==> config.mk <==
export PLATFORM = sky130hd
export DESIGN_NAME = fetch_ctrl
export DESIGN_NICKNAME = d
export VERILOG_FILES = /design/src/rtl/rv_pkg.sv /design/src/rtl/fetch_ctrl.sv
export SDC_FILE = /design/constraint.sdc
export NUM_CORES = 1
export LEC_CHECK = 0
export ABC_CLOCK_PERIOD_IN_PS = 2300
export CORE_ASPECT_RATIO = 1.25
export CORE_MARGIN = 2
export CORE_UTILIZATION = 40
export DETAILED_ROUTE_END_ITERATION = 12
export PLACE_DENSITY_LB_ADDON = 0.08
export SLEW_MARGIN = 30
export SYNTH_ARGS = -nofsm -noshare
export SYNTH_HDL_FRONTEND = slang
export SYNTH_SLANG_ARGS = --single-unit
==> constraint.sdc <==
create_clock -name clk -period 2.3 [get_ports clk]
set_input_delay 0.575 -clock clk [delete_from_list [all_inputs] [get_ports clk]]
set_output_delay 0.575 -clock clk [all_outputs]
set_load 0.1 [all_outputs]
==> src/rtl/rv_pkg.sv <==
// Shared RV64I pipeline definitions: data widths, the canonical NOP and the
// fetch-stage controller state encoding.
package rv_pkg;

    localparam int unsigned XLEN = 64;
    localparam int unsigned ILEN = 32;

    // ADDI x0,x0,0
    localparam logic [ILEN-1:0] NOP_INST = 32'h0000_0013;
    localparam logic [XLEN-1:0] RESET_PC = 64'h0;

    typedef enum logic [1:0] {
        REQ     = 2'd0,
        WAIT    = 2'd1,
        DISCARD = 2'd2,
        HOLD    = 2'd3
    } fetch_state_e;

endpackage : rv_pkg

==> src/rtl/fetch_ctrl.sv <==
// Fetch-stage controller: owns the fetch PC, runs a single-outstanding
// request/grant/response handshake to instruction memory and presents
// {pc_F, inst_F} plus the `waiting` hold to the IF/ID register.
//
// Ports:
//   clk, rst           clock, asynchronous active-low reset
//   stall              hazard stall, IF/ID holds
//   jb, jb_target      execute-stage redirect (target bits [1:0] ignored)
//   imem_req/addr      request to instruction memory
//   imem_gnt           request accepted this cycle
//   imem_rvalid/rdata  instruction response
//   pc_F, inst_F       presented PC / instruction (NOP_INST when none)
//   waiting            1 = nothing valid presented this cycle
module fetch_ctrl #(
    parameter int unsigned                XLEN     = rv_pkg::XLEN,
    parameter logic [XLEN-1:0]            RESET_PC = rv_pkg::RESET_PC,
    parameter logic [rv_pkg::ILEN-1:0]    NOP_INST = rv_pkg::NOP_INST
) (
    input  logic                     clk,
    input  logic                     rst,
    input  logic                     stall,
    input  logic                     jb,
    input  logic [XLEN-1:0]          jb_target,
    output logic                     imem_req,
    output logic [XLEN-1:0]          imem_addr,
    input  logic                     imem_gnt,
    input  logic                     imem_rvalid,
    input  logic [rv_pkg::ILEN-1:0]  imem_rdata,
    output logic [XLEN-1:0]          pc_F,
    output logic [rv_pkg::ILEN-1:0]  inst_F,
    output logic                     waiting
);

    import rv_pkg::*;

    fetch_state_e      state;
    logic [XLEN-1:0]   pc;
    logic [XLEN-1:0]   req_pc;
    logic [XLEN-1:0]   hold_pc;
    logic [ILEN-1:0]   hold_inst;
    logic [XLEN-1:0]   jb_tgt;

    // Redirect targets are always word aligned.
    assign jb_tgt = {jb_target[XLEN-1:2], 2'b00};

    // State and fetch datapath; redirect takes priority over stall.
    always_ff @(posedge clk or negedge rst) begin
        if (!rst) begin
            state     <= REQ;
            pc        <= RESET_PC;
            req_pc    <= '0;
            hold_pc   <= '0;
            hold_inst <= '0;
        end else begin
            case (state)
                REQ: begin
                    if (imem_gnt) begin
                        if (jb) begin
                            // Granted request is already stale.
                            pc    <= jb_tgt;
                            state <= DISCARD;
                        end else begin
                            req_pc <= pc;
                            state  <= WAIT;
                        end
                    end else if (jb) begin
                        pc <= jb_tgt;
                    end
                end
                WAIT: begin
                    if (!imem_rvalid) begin
                        if (jb) begin
                            pc    <= jb_tgt;
                            state <= DISCARD;
                        end
                    end else if (jb) begin
                        pc    <= jb_tgt;
                        state <= REQ;
                    end else if (!stall) begin
                        pc    <= req_pc + XLEN'(4);
                        state <= REQ;
                    end else begin
                        hold_inst <= imem_rdata;
                        hold_pc   <= req_pc;
                        state     <= HOLD;
                    end
                end
                HOLD: begin
                    if (jb) begin
                        pc    <= jb_tgt;
                        state <= REQ;
                    end else if (!stall) begin
                        pc    <= hold_pc + XLEN'(4);
                        state <= REQ;
                    end
                end
                DISCARD: begin
                    if (jb) begin
                        pc <= jb_tgt;
                    end
                    if (imem_rvalid) begin
                        state <= REQ;
                    end
                end
                default: state <= REQ;
            endcase
        end
    end

    // Presentation and request drive; the WAIT response is bypassed to IF/ID
    // in the cycle it arrives, so these are decoded from state and inputs.
    always_comb begin
        imem_req  = 1'b0;
        imem_addr = pc;
        pc_F      = pc;
        inst_F    = NOP_INST;
        waiting   = 1'b1;
        if (!rst) begin
            pc_F = '0;
        end else begin
            case (state)
                REQ: imem_req = 1'b1;
                WAIT: begin
                    if (imem_rvalid && !jb) begin
                        inst_F  = imem_rdata;
                        pc_F    = req_pc;
                        waiting = 1'b0;
                    end
                end
                HOLD: begin
                    inst_F  = hold_inst;
                    pc_F    = hold_pc;
                    waiting = 1'b0;
                end
                default: ;
            endcase
        end
    end

endmodule : fetch_ctrl

==> reports/metrics.yaml, run 1 <==
power.switching_mw: 9.74
first_pass_iters: 7
hp-class: "in -> async"
cts_buffers: 26
cp_max_fo: 6
cts_hold_buf: 0
final_cell_mix: "buf_4, dfrtp_1, mux2_2, buf_12, clkdlybuf4s50_1"
p_int_mw: 12.6
failed_checks: "setup timing"
fp.dieH_um: 211
finalClockSkew_ns: 0.0176
antenna_found_initial: 0
crit_end: "pc_F[43]"
fin_ws_ns: -0.470
hold_viol_final: 0
dp_worst_setup_slack_ns: -0.641
maxSlewHeadroom_pct: 64.8
route.vias.total: 14400
first_iter_violations: 1058
period_minus_slack_ns: 2.77
cts-root-buf: "clkbuf_16"
combPwrFrac_pct: 51.8
p_clk_share_pct: 18.5
wl_per_cell_um: 23.3
rrSetupSlack_ns: 0.01
grt_max_degree: 41
chipWidth_um: 170
p_leak_nw: 9.58
synth_area_per_cell_um2: 9.39
synth_warnings: 0
io_buffers: 261
clk_path_buf_depth: 3
netlist_area_um2: 13700
hold-worst-slack_ns: 0.0677
grt_overflow: 0
crit_type: "reg -> out"
p_seq_share_pct: 29.7
seq_area_frac_synth_pct: 41.2
end_kind: "primary output"
synthToLayoutAreaGrowth_pct: 74.0
ant_nets: 0
dp_cells: 2343
startpoint: "state[1]$_DFFE_PN0P_"
die-area_um2: 35800
core_um2: 33700
timing.final.crit_share_pct: 120
final_common_cell: "buf_4"
ys_async_sr_fraction_pct: 100
drive_above_1_share_pct: 51.1
critPathArrivalTime_ns: 2.20
placed_cell_area_um2: 21100
synth_nets: 1565
num_rows: 75
switching_share_pct: 43.7
cts.sinks: 226
setup_viol: 98
grtUsageTotal_pct: 31.3
worst_pin_slew_ns: 0.522
slew_violations: 0
rsz0062_at_grt: "yes"
cts_tree: "built"
final_area_um2: 23900
p_per_area_nw_per_um2: 934
grt_pass1_vias: 15000
routabilityCongestion: 0.927
reg2regPathDepth: 7
clock_latency_ns: 0.55
pin_count: 264
synth_edf_count: 0
viasPerCell: 5.93
timing.rr.end: "imem_addr[63]$_DFFE_PN0P_"
start_util_pct: 40.7
drc: 0
peakVddDrop_mv: 0.561
maxCapViolCount: 0
dp_hpwl_um: 39600
yosysUniqueCellTypes: 67
routed_wirelength_um: 56700
cp-start-kind: "flip-flop"
max_freq_ghz: 0.361
synth_seq_cells: 226
syn_inst: 1461
r2r_start: "hold_pc[29]$_DFFE_PN0P_"
crit_required_ns: 1.73
antenna_cells: 0
h-tree-depth: 1
instances_no_fill: 2432
status: "complete, but fails checks"
tns_ns: -35.02
synth-main-ff-cell: "dfrtp_1"
grt_pass1_wl_um: 87200
layout.nets: 2095
clkSlewWorstSetupHoldPaths_ns: 0.06
per-stage QoR:
stage	power, mW	util [%]
detailed placement	16.9	62.5
CTS	21.9	69.3
finish	22.3	70.9
global route	23.2	70.9
floorplan	12.8	-
global placement	16.8	62.5
synth_stat cells (all sizes together), types with 7 or more instances:
master / n / area (µm²)
and3: 25 / 156
mux2: 150 / 1690
mux2i: 10 / 100
nor3: 25 / 140
nor4: 29 / 267
buf: 33 / 183
a211oi: 29 / 218
and4: 12 / 105
clkbuf: 95 / 363
o221ai: 29 / 254
nand3: 59 / 310
o22ai: 100 / 626
o21ai: 70 / 350
nand2: 74 / 278
or3: 12 / 80.1
nand4: 48 / 334
dfrtp: 226 / 5660
nor2b: 7 / 43.8
a21oi: 71 / 355
a22oi: 34 / 255
xnor2: 51 / 447
nor2: 146 / 551
xor2: 37 / 324
inv: 21 / 78.8
power by group through the flow:
stage	Combinational [mW]	Sequential [mW]	Clock, mW
floorplan	5.11	7.65	0
global placement	10.3	6.42	0
detailed placement	10.4	6.47	0
CTS	11.2	6.54	4.17
global route	12.1	6.79	4.31
finish	11.6	6.62	4.12
critical path, cell delays in order, from the launching register on:
cell	delay (ns)
dfrtp_2	0.46
buf_12	0.15
o21a_4	0.26
buf_12	0.15
buf_16	0.15
buf_12	0.14
nor2_4	0.12
nor2_4	0.05
buf_12	0.15
registers in the layout, indices dropped and copies added, names as in the netlist:
register   count
imem_addr     64
state          2
req_pc        64
hold_pc       64
hold_inst     32
per-layer routing:
metal | share of wire, % | GRT usage (%) | vias to the layer above | wire (µm)
met4 | 4.2 | 13.4 | 0 | 2410
met3 | 5.6 | 4.01 | 146 | 3170
met2 | 50 | 54.2 | 557 | 28300
met1 | 40 | 39.4 | 7189 | 22900
li1 | - | - | 6535 | -
met5 | 0 | 0 | - | 0
kinds of logic after synthesis:
group                      after synthesis  share of synthesized area (%)
buffers and inverters                  149                           4.55
DFF                                    226                           41.2
AOI/OAI and AO/OA                      378                           17.8
adders and majority gates                2                          0.182
xor gates and xnor gates                88                           5.62
and+or+nand+nor                        458                           17.6
muxes                                  160                           13.0
area by class of cell:
cell class,count,area [µm²]
Sequential cell,226,5670
Multi-Input combinational cell,1086,9660
Clock buffer,40,774
Clock inverter,6,57.6
Tap cell,423,529
Timing Repair Buffer,630,7110
Fill cell,2434,9810
Inverter,21,81.3
what timing repair did:
item | in CTS | in global routing
gates cloned | 12 | 3
setup buffers | 33 | 18
resized for setup | 234 | 79
pin swaps | 52 | 34
endpoints found under the setup margin | 111 | 125
worst min path at each step:
| stage | start | endpoint | slack (ns) | depth (start not counted) |
|---|---|---|---|---|
| floorplan | rst | hold_inst[0]$_DFFE_PN0P_ | 0.28 | 0 |
| global placement | hold_inst[9]$_DFFE_PN0P_ | hold_inst[9]$_DFFE_PN0P_ | 0.49 | 1 |
| detailed placement | hold_inst[26]$_DFFE_PN0P_ | hold_inst[26]$_DFFE_PN0P_ | 0.49 | 1 |
| CTS | rst | hold_pc[56]$_DFFE_PN0P_ | 0.06 | 2 |
| global route | rst | req_pc[56]$_DFFE_PN0P_ | 0.07 | 2 |
| finish | rst | req_pc[56]$_DFFE_PN0P_ | 0.07 | 2 |
(Power assumes the default switching activity.)
==> run 2, diff against run 1 <==
CORE_ASPECT_RATIO = default   (was 1.25)
==> run 2 against run 1 <==
Compared with the run above:
- the flow still finishes with violations (setup timing)
- critical endpoint is now pc_F[63]
- highest routed layer unchanged
- final cell count rose by 2.3%
- count of clock-buffer cells in the layout did not move
- non-clock buffer count rose by 28
- final area rose by 1.2%
- maximum frequency rose by 0.78%
- register-to-register slack got worse by 0.14 ns
==> reports/metrics.yaml, run 2 (synthesis results as in run 1) <==
status: "complete, but fails checks"
failed_checks: "setup timing"
core_um2: 33700  # about the same
layout.nets: 2124  # +1.4%
cp_max_fo: 7  # +1
power.switching_mw: 9.88  # +1.4%
dp_hpwl_um: 39700  # +0.30%
rrSetupSlack_ns: -0.13  # -0.14 ns
critPathArrivalTime_ns: 2.17  # -0.03 ns
combPwrFrac_pct: 52.2  # +0.4 points
crit_required_ns: 1.73  # about the same
slew_violations: 0  # unchanged
clkSlewWorstSetupHoldPaths_ns: 0.06  # about the same
finalClockSkew_ns: 0.0325  # +0.0149 ns
clock_latency_ns: 0.57  # +0.02 ns
first_iter_violations: 1327  # +25%
crit_type: "reg -> out"
timing.rr.end: "imem_addr[63]$_DFFE_PN0P_"
die-area_um2: 35800  # about the same
start_util_pct: 40.7  # about the same
worstPathCellList: "buf_12, nor2b_4, nand2_4, buf_4, buf_6, o221ai_2, buf_4, nor2_4, buf_12"
dp_worst_setup_slack_ns: -0.648  # -0.00765 ns
num_rows: 67  # -11%
cts.sinks: 226  # unchanged
grt_overflow: 0  # unchanged
chipWidth_um: 189  # +12%
clk_path_buf_depth: 3  # unchanged
final_common_cell: "buf_4"
r2r_start: "hold_pc[2]$_DFFE_PN0P_"
drc: 0  # unchanged
final_cell_mix: "buf_4, dfrtp_1, mux2_2, buf_12, clkdlybuf4s50_1"
grt_pass1_vias: 15000  # -0.047%
hold_viol_final: 0  # unchanged
pin_count: 264  # unchanged
p_leak_nw: 9.73  # +1.6%
timing.final.crit_share_pct: 120  # -0.93 points
wl_per_cell_um: 23.8  # +1.9%
io_buffers: 261  # unchanged
p_int_mw: 12.6  # +0.32%
p_clk_share_pct: 18.2  # -0.3 points
h-tree-depth: 1  # unchanged
p_seq_share_pct: 29.6  # about the same
switching_share_pct: 43.9  # +0.27 points
synthToLayoutAreaGrowth_pct: 76.1
end_kind: "primary output"
startpoint: "state[1]$_DFFE_PN0P_"
cts-root-buf: "clkbuf_16"
rsz0062_at_grt: "yes"
cp_slowest_cell: "dfrtp_1"
period_minus_slack_ns: 2.75  # -0.0214 ns
cts_buffers: 27  # +3.8%
antenna_found_initial: 1  # +1
viasPerCell: 6.00  # +1.1%
fin_ws_ns: -0.449  # +0.0214 ns
setup_viol: 104  # +6.1%
maxCapViolCount: 0  # unchanged
drive_above_1_share_pct: 51.9  # +0.84 points
routed_wirelength_um: 59100  # +4.2%
fp.dieH_um: 189  # -10%
hp-class: "in -> async"
cts_tree: "built"
slowest_delay_ns: 0.41  # -0.05 ns
grt_max_degree: 40  # -2.4%
routabilityCongestion: 0.925  # -0.26%
first_pass_iters: 6  # -1
worst_pin_slew_ns: 0.484  # -0.0387 ns
max_freq_ghz: 0.364  # +0.78%
grt_pass1_wl_um: 87400  # +0.28%
grtUsageTotal_pct: 31.2  # -0.15 points
cp-start-kind: "flip-flop"
reg2regPathDepth: 7  # unchanged
p_per_area_nw_per_um2: 930  # -0.42%
final_core_util_pct: 71.7  # +0.84 points
route.vias.total: 14900  # +3.4%
peakVddDrop_mv: 0.690  # +23%
maxSlewHeadroom_pct: 67.5  # +2.6 points
ant_nets: 0  # unchanged
-- run 2: worst max-delay path by stage --
| stage | end | cells past startpoint |
|---|---|---|
| 2_1_floorplan | pc_F[56] | 7 |
| 3_3_place_gp | pc_F[37] | 9 |
| 3_5_place_dp | pc_F[39] | 8 |
| 4_1_cts | inst_F[28] | 9 |
| 5_1_grt | pc_F[63] | 9 |
| 6_report | pc_F[63] | 9 |
-- run 2: power groups by stage --
stage	clock, mW	combinational (mW)	sequential, mW
floorplan	0	5.11	7.65
global placement	0	10.3	6.41
detailed placement	0	10.5	6.47
CTS	4.15	11.1	6.53
global route	4.29	12.3	6.80
finish	4.10	11.7	6.65
-- run 2: final cells by class --
type / instances / area, µm²
inverters: 21 / 86.3
clock buffers: 40 / 795
well taps: 448 / 561
flip-flops and latches: 226 / 5670
clock inverters: 7 / 38.8
multi-input cells: 1086 / 9620
fillers: 2479 / 9530
repair buffers: 658 / 7400
diodes: 1 / 2.50
-- run 2: layer usage --
layer	up-vias	routed length (µm)	global-route usage, %
li1	6592	-	-
met1	7416	23800	41.3
met2	741	28500	51.6
met3	162	4410	4.75
met4	0	2430	11.8
met5	-	0	0
-- run 2: repair_timing --
item | CTS | global route
gates cloned | 10 | 10
endpoints found under the hold margin | 2 | 0
pin swaps | 33 | 54
buffers inserted | 32 | 28
hold buffers | 1 | 0
setup endpoints to repair | 103 | 124
gates resized for setup | 166 | 124
-- run 2: critical path, delay by kind of cell (launching register included) --
kind	cells	cell delay, ns
AO/OA/AOI/OAI	1	0.14
AND/OR/NAND/NOR	3	0.31
buffers and inverters	5	0.75
flip-flops	1	0.41
-- run 2: through the flow --
| step | hold slack [ns] | power (mW) | std cells | area [µm²] | setup TNS [ns] |
|---|---|---|---|---|---|
| final | 0.0409 | 22.5 | 2487 | 24200 | -35.90 |
| after global placement | 0.406 | 16.7 | 2382 | 21200 | -113.93 |
| after CTS | 0.0251 | 21.8 | 2459 | 23200 | -36.17 |
| after floorplan | 0.279 | 12.8 | 1461 | 15000 | -19.85 |
| after global routing | 0.0338 | 23.3 | 2487 | 24200 | -42.49 |
| after detailed placement | 0.403 | 17.0 | 2382 | 21200 | -119.69 |
